===== src/rtl/lei_pkg.sv =====
// Shared definitions for the logic engine interface: FSM encoding,
// lei_status bit positions and the default solver timeout.
package lei_pkg;

  typedef enum logic [1:0] {
    LEI_IDLE = 2'd0,
    LEI_REQ  = 2'd1,
    LEI_ACK  = 2'd2
  } lei_state_e;

  localparam int LEI_ST_STATE_LSB    = 0;
  localparam int LEI_ST_LAST_SAT     = 2;
  localparam int LEI_ST_ERROR        = 3;
  localparam int LEI_ST_BUSY         = 4;
  localparam int LEI_ST_CNT_LSB      = 16;

  localparam int LEI_TIMEOUT_DEFAULT = 1024;

endpackage


===== src/rtl/logic_engine_interface.sv =====
// Bridges the CPU four-phase LASSERT handshake to a SAT/SMT solver port,
// with timeout abort, certificate strobe and status/operation counters.
module logic_engine_interface
  import lei_pkg::*;
#(
  parameter int TIMEOUT_CYCLES = LEI_TIMEOUT_DEFAULT
) (
  input  logic        clk,
  input  logic        rst,
  input  logic        logic_req,
  input  logic [31:0] logic_addr,
  output logic        logic_ack,
  output logic [31:0] logic_data,
  output logic        z3_req,
  output logic [31:0] z3_formula_addr,
  input  logic        z3_ack,
  input  logic [31:0] z3_result,
  input  logic        z3_sat,
  input  logic [31:0] z3_cert_hash,
  output logic        cert_write,
  output logic [31:0] cert_addr,
  output logic [31:0] cert_data,
  output logic [31:0] lei_status,
  output logic        lei_error
);

  localparam int TW = $clog2(TIMEOUT_CYCLES + 1);
  localparam logic [TW-1:0] TMO_LIMIT = TW'(TIMEOUT_CYCLES);

  lei_state_e  r_state, w_state_nxt;
  logic [TW-1:0] r_tmo, w_tmo_nxt, w_tmo_inc;
  logic [15:0] r_cnt, w_cnt_nxt;
  logic [31:0] r_addr, w_addr_nxt;
  logic [31:0] r_data, w_data_nxt;
  logic [31:0] r_cert_data, w_cert_data_nxt;
  logic        r_last_sat, w_last_sat_nxt;
  logic        r_error, w_error_nxt;
  logic        r_cert_write, w_cert_write_nxt;
  logic        r_logic_ack, r_z3_req, r_busy;
  logic [31:0] w_status;

  // Next-state and next-output logic; every register defaults to holding.
  always_comb begin
    w_state_nxt      = r_state;
    w_tmo_nxt        = r_tmo;
    w_cnt_nxt        = r_cnt;
    w_addr_nxt       = r_addr;
    w_data_nxt       = r_data;
    w_cert_data_nxt  = r_cert_data;
    w_last_sat_nxt   = r_last_sat;
    w_error_nxt      = r_error;
    w_cert_write_nxt = 1'b0;
    w_tmo_inc        = r_tmo + TW'(1);
    case (r_state)
      LEI_IDLE: begin
        if (logic_req) begin
          w_addr_nxt  = logic_addr;
          w_tmo_nxt   = '0;
          w_state_nxt = LEI_REQ;
        end else begin
          w_state_nxt = LEI_IDLE;
        end
      end
      LEI_REQ: begin
        if (z3_ack) begin
          w_data_nxt       = z3_result;
          w_last_sat_nxt   = z3_sat;
          w_cert_write_nxt = z3_sat;
          w_cert_data_nxt  = z3_sat ? z3_cert_hash : r_cert_data;
          w_cnt_nxt        = r_cnt + 16'd1;
          w_state_nxt      = LEI_ACK;
        end else if (w_tmo_inc >= TMO_LIMIT) begin
          // Solver never answered: return a null result and latch the error.
          w_data_nxt     = 32'd0;
          w_last_sat_nxt = 1'b0;
          w_error_nxt    = 1'b1;
          w_cnt_nxt      = r_cnt + 16'd1;
          w_state_nxt    = LEI_ACK;
        end else begin
          w_tmo_nxt = w_tmo_inc;
        end
      end
      LEI_ACK: begin
        if (!logic_req) begin
          w_state_nxt = LEI_IDLE;
        end else begin
          w_state_nxt = LEI_ACK;
        end
      end
      default: w_state_nxt = LEI_IDLE;
    endcase
  end

  // State, counters and registered handshake outputs.
  always_ff @(posedge clk or posedge rst) begin
    if (rst) begin
      r_state      <= LEI_IDLE;
      r_tmo        <= '0;
      r_cnt        <= 16'd0;
      r_addr       <= 32'd0;
      r_data       <= 32'd0;
      r_cert_data  <= 32'd0;
      r_last_sat   <= 1'b0;
      r_error      <= 1'b0;
      r_cert_write <= 1'b0;
      r_logic_ack  <= 1'b0;
      r_z3_req     <= 1'b0;
      r_busy       <= 1'b0;
    end else begin
      r_state      <= w_state_nxt;
      r_tmo        <= w_tmo_nxt;
      r_cnt        <= w_cnt_nxt;
      r_addr       <= w_addr_nxt;
      r_data       <= w_data_nxt;
      r_cert_data  <= w_cert_data_nxt;
      r_last_sat   <= w_last_sat_nxt;
      r_error      <= w_error_nxt;
      r_cert_write <= w_cert_write_nxt;
      r_logic_ack  <= (w_state_nxt == LEI_ACK);
      r_z3_req     <= (w_state_nxt == LEI_REQ);
      r_busy       <= (w_state_nxt != LEI_IDLE);
    end
  end

  // Status word assembled from registers only.
  always_comb begin
    w_status                               = 32'd0;
    w_status[LEI_ST_STATE_LSB +: 2]        = r_state;
    w_status[LEI_ST_LAST_SAT]              = r_last_sat;
    w_status[LEI_ST_ERROR]                 = r_error;
    w_status[LEI_ST_BUSY]                  = r_busy;
    w_status[LEI_ST_CNT_LSB +: 16]         = r_cnt;
  end

  assign logic_ack       = r_logic_ack;
  assign logic_data      = r_data;
  assign z3_req          = r_z3_req;
  assign z3_formula_addr = r_addr;
  assign cert_write      = r_cert_write;
  assign cert_addr       = r_addr;
  assign cert_data       = r_cert_data;
  assign lei_status      = w_status;
  assign lei_error       = r_error;

endmodule


===== config.mk =====
export PLATFORM = sky130hd
export DESIGN_NAME = logic_engine_interface
export DESIGN_NICKNAME = d
export VERILOG_FILES = /design/src/rtl/lei_pkg.sv /design/src/rtl/logic_engine_interface.sv
export SDC_FILE = /design/constraint.sdc
export NUM_CORES = 1
export LEC_CHECK = 0
export BUFFER_PORTS_ARGS = -buffer_cell sky130_fd_sc_hd__buf_2
export CAP_MARGIN = 40
export CORE_ASPECT_RATIO = 1.1
export CORE_MARGIN = 2
export CORE_UTILIZATION = 48
export CTS_BUF_LIST = sky130_fd_sc_hd__clkbuf_2
export DETAILED_ROUTE_END_ITERATION = 12
export GPL_ROUTABILITY_DRIVEN = 1
export PLACE_DENSITY = 0.79
export SKIP_LAST_GASP = 1
export SLEW_MARGIN = 25
export SYNTH_ARGS = -nofsm -noshare
export SYNTH_HDL_FRONTEND = slang
export SYNTH_SLANG_ARGS = --single-unit

===== constraint.sdc =====
create_clock -name clk -period 4.91 [get_ports clk]
set_clock_uncertainty 0.1 [all_clocks]
set_input_delay 0.7365 -clock clk [delete_from_list [all_inputs] [get_ports clk]]
set_output_delay 0.7365 -clock clk [all_outputs]
set_load 0.005 [all_outputs]

==> metrics.cfg <==
[worst_setup_path]
critical_path_cell_count = 7
crit_slowest_cell = nor4_1
timing.rr.start = r_tmo[0]
cp.required_ns = 5.36
crit_family = simple AND/OR/NAND/NOR gates
path_cells = ha_1, nand2_1, nor4_1, o31ai_4, buf_4, nor3_1, xor2_1
crit_fanout = 38
worstSetupStartpointType = flop
cp_num_buf_inv = 1
endpoint_kind = flop
reg2reg_depth = 7
startpoint = r_tmo[0]
cp_slowest_stage_delay_ns = 0.72
worst-setup-path-type = flop to flop
ff2ff_setup_slack_ns = 2.27
arrival_ns = 3.09
reg2reg_to = r_cnt[13]

[finish]
drive_gt1_frac = 0.5585
fin_area_um2 = 6887
stdcell_count = 800
final_nets = 740
finish.utilization = 0.6074
antenna_cells = 0
final_cell_mix = 253 x buf_2, 131 x dfrtp_1, 64 x mux2_2
area_growth_syn_to_layout_pct = 25.15
final_common_cell = buf_2
nFillCells = 914

[cts]
cts_tree = yes
htree_levels = 4
root_buffer = clkbuf_2
clkLatencyLatePin_ns = 0.63
path_clk_slew_ns = 0.21
cts_setup_buffers = 0
clock_sinks = 131
ctsHoldBuffers = 0
numCtsBuffers = 17
cts.path.max_buffers = 2
cts_resized = 0

[pwr]
irDropWorstVdd_uv = 278.0
p_per_area_nw_per_um2 = 568.5
p_leak_nw = 3.535

[die]
start_util = 0.4854
die_area_um2 = 12340
io_pins = 265
core_area_um2 = 11340
fp.dieH_um = 116.3
die_w_um = 106.1
placementRows = 41

[detailed_routing]
drc = 0
wl_um = 12540
drt_first_pass_iters = 4
wl_per_cell_um = 15.67
ant_nets = 0
avgViaCountPerCell = 5.084
drt_iter0_markers = 338
vias = 4067

[worst_hold_path]
hp-class = primary input to asynchronous set/reset pin

[yosys]
syn_avg_cell_area_um2 = 13.36
syn_area_um2 = 5503
synthCells = 412
synth_cell_type_count = 38
yosysSeqAreaShare = 0.5957
synth_warnings = 0
synth_seq_cells = 131
synth_ff_type = dfrtp_1
synth_edf_count = 0
synthArstFlopShare = 1.000

[timing]
finalCritPeriodShare = 0.5378
worst_slack_ns = 2.270
tightest_slew_ns = 0.8224
layout_min_cycle_time_ns = 2.640
timing.fmax_mhz = 378.7
hold_viol = 0
slew_violations = 0
rsz0062_at_grt = false
setup_viol_count_final = 0
slew-limit-headroom = 0.4466
tns_ns = 0

[place]
place_area_um2 = 6660
placed_cells = 768
post-place-ws_ns = 2.242
gp_congestion = 0.7939
io_buffers = 253
dp_hpwl_um = 9319

[global_routing]
grt_overflow_total = 0
grt_pass1_wl_um = 18930
antenna_found_initial = 0
grt_max_degree = 57
first_global_vias = 3862
grtUsageTotal = 0.1966

[outcome]
status = completed

[flow_run]
maxCapViolCount = 0

area by class of cell:
type	instances	area, µm²	share of cell area
Clock buffer	17	85.08	0.01235
Clock inverter	15	141.4	0.02053
Inverter	4	17.52	0.002544
Multi-Input combinational cell	224	1846	0.2680
Sequential cell	131	3278	0.4760
Tap cell	150	187.7	0.02725
Timing Repair Buffer	259	1331	0.1933
kinds of logic after synthesis:
kind of cell | share of synthesized area
other cells | 0.0006815
buf+inv | 0.08003
flops | 0.5957
mux | 0.1310
fa+ha+maj | 0.004547
simple gates | 0.07390
compound gates | 0.08231
xor+xnor | 0.03183
sequential cells by signal (all words and copies together) (netlist names):
name and count:
r_state 2, r_tmo 11, cert_data 32, z3_req 1, cert_write 1, cert_addr 32, r_cnt 16, logic_data 32
r_busy 1, lei_error 1, r_last_sat 1, logic_ack 1
per-layer routing:
metal | global-route usage | part of all wire
met3 | 0.05915 | 0.078
met1 | 0.2399 | 0.40
met4 | 0.05614 | 0.0093
met2 | 0.3419 | 0.51
met5 | 0 | 0
report_power, final:
group	total, mW	switching (mW)	leakage [nW]	internal [mW]
Clock	0.617	0.392	0.125	0.226
Combinational	1.48	0.649	1.78	0.835
Sequential	1.81	0.298	1.63	1.52
synthesized netlist by cell type (all sizes together), types with 2 or more instances:
cell | instances | area (µm²)
dfrtp | 131 | 3278
mux2 | 64 | 720.7
buf | 54 | 391.6
a22o | 33 | 289.0
nand4 | 17 | 133.9
nand2 | 15 | 56.30
nor2 | 14 | 52.55
xnor2 | 12 | 105.1
clkbuf | 9 | 33.78
nand3 | 9 | 50.05
xor2 | 8 | 70.07
a21oi | 7 | 35.03
inv | 4 | 15.01
nand2b | 4 | 25.02
nor3 | 3 | 15.01
o21a | 3 | 22.52
o21ai | 3 | 15.01
or4 | 3 | 22.52
a31oi | 2 | 27.53
and3 | 2 | 13.77
ha | 2 | 25.02
nor2b | 2 | 12.51
nor4 | 2 | 12.51
o221ai | 2 | 17.52
o31ai | 2 | 28.78
through the flow:
stage               total power, mW  hold slack [ns]
floorplan                     2.727           0.3482
global placement              3.264           0.3563
detailed placement            3.339           0.3695
CTS                           3.967          0.04890
global route                  4.186          0.03905
finish                        3.915          0.08589
how the worst max path moves through the flow:
stage	to	slack [ns]
finish	r_cnt[13]	2.27
global route	r_cnt[13]	2.11
CTS	r_cnt[13]	2.29
detailed placement	cert_data[21]	2.24
global placement	cert_data[10]	2.33
floorplan	cert_addr[0]	0.58
(Power assumes the default switching activity.)
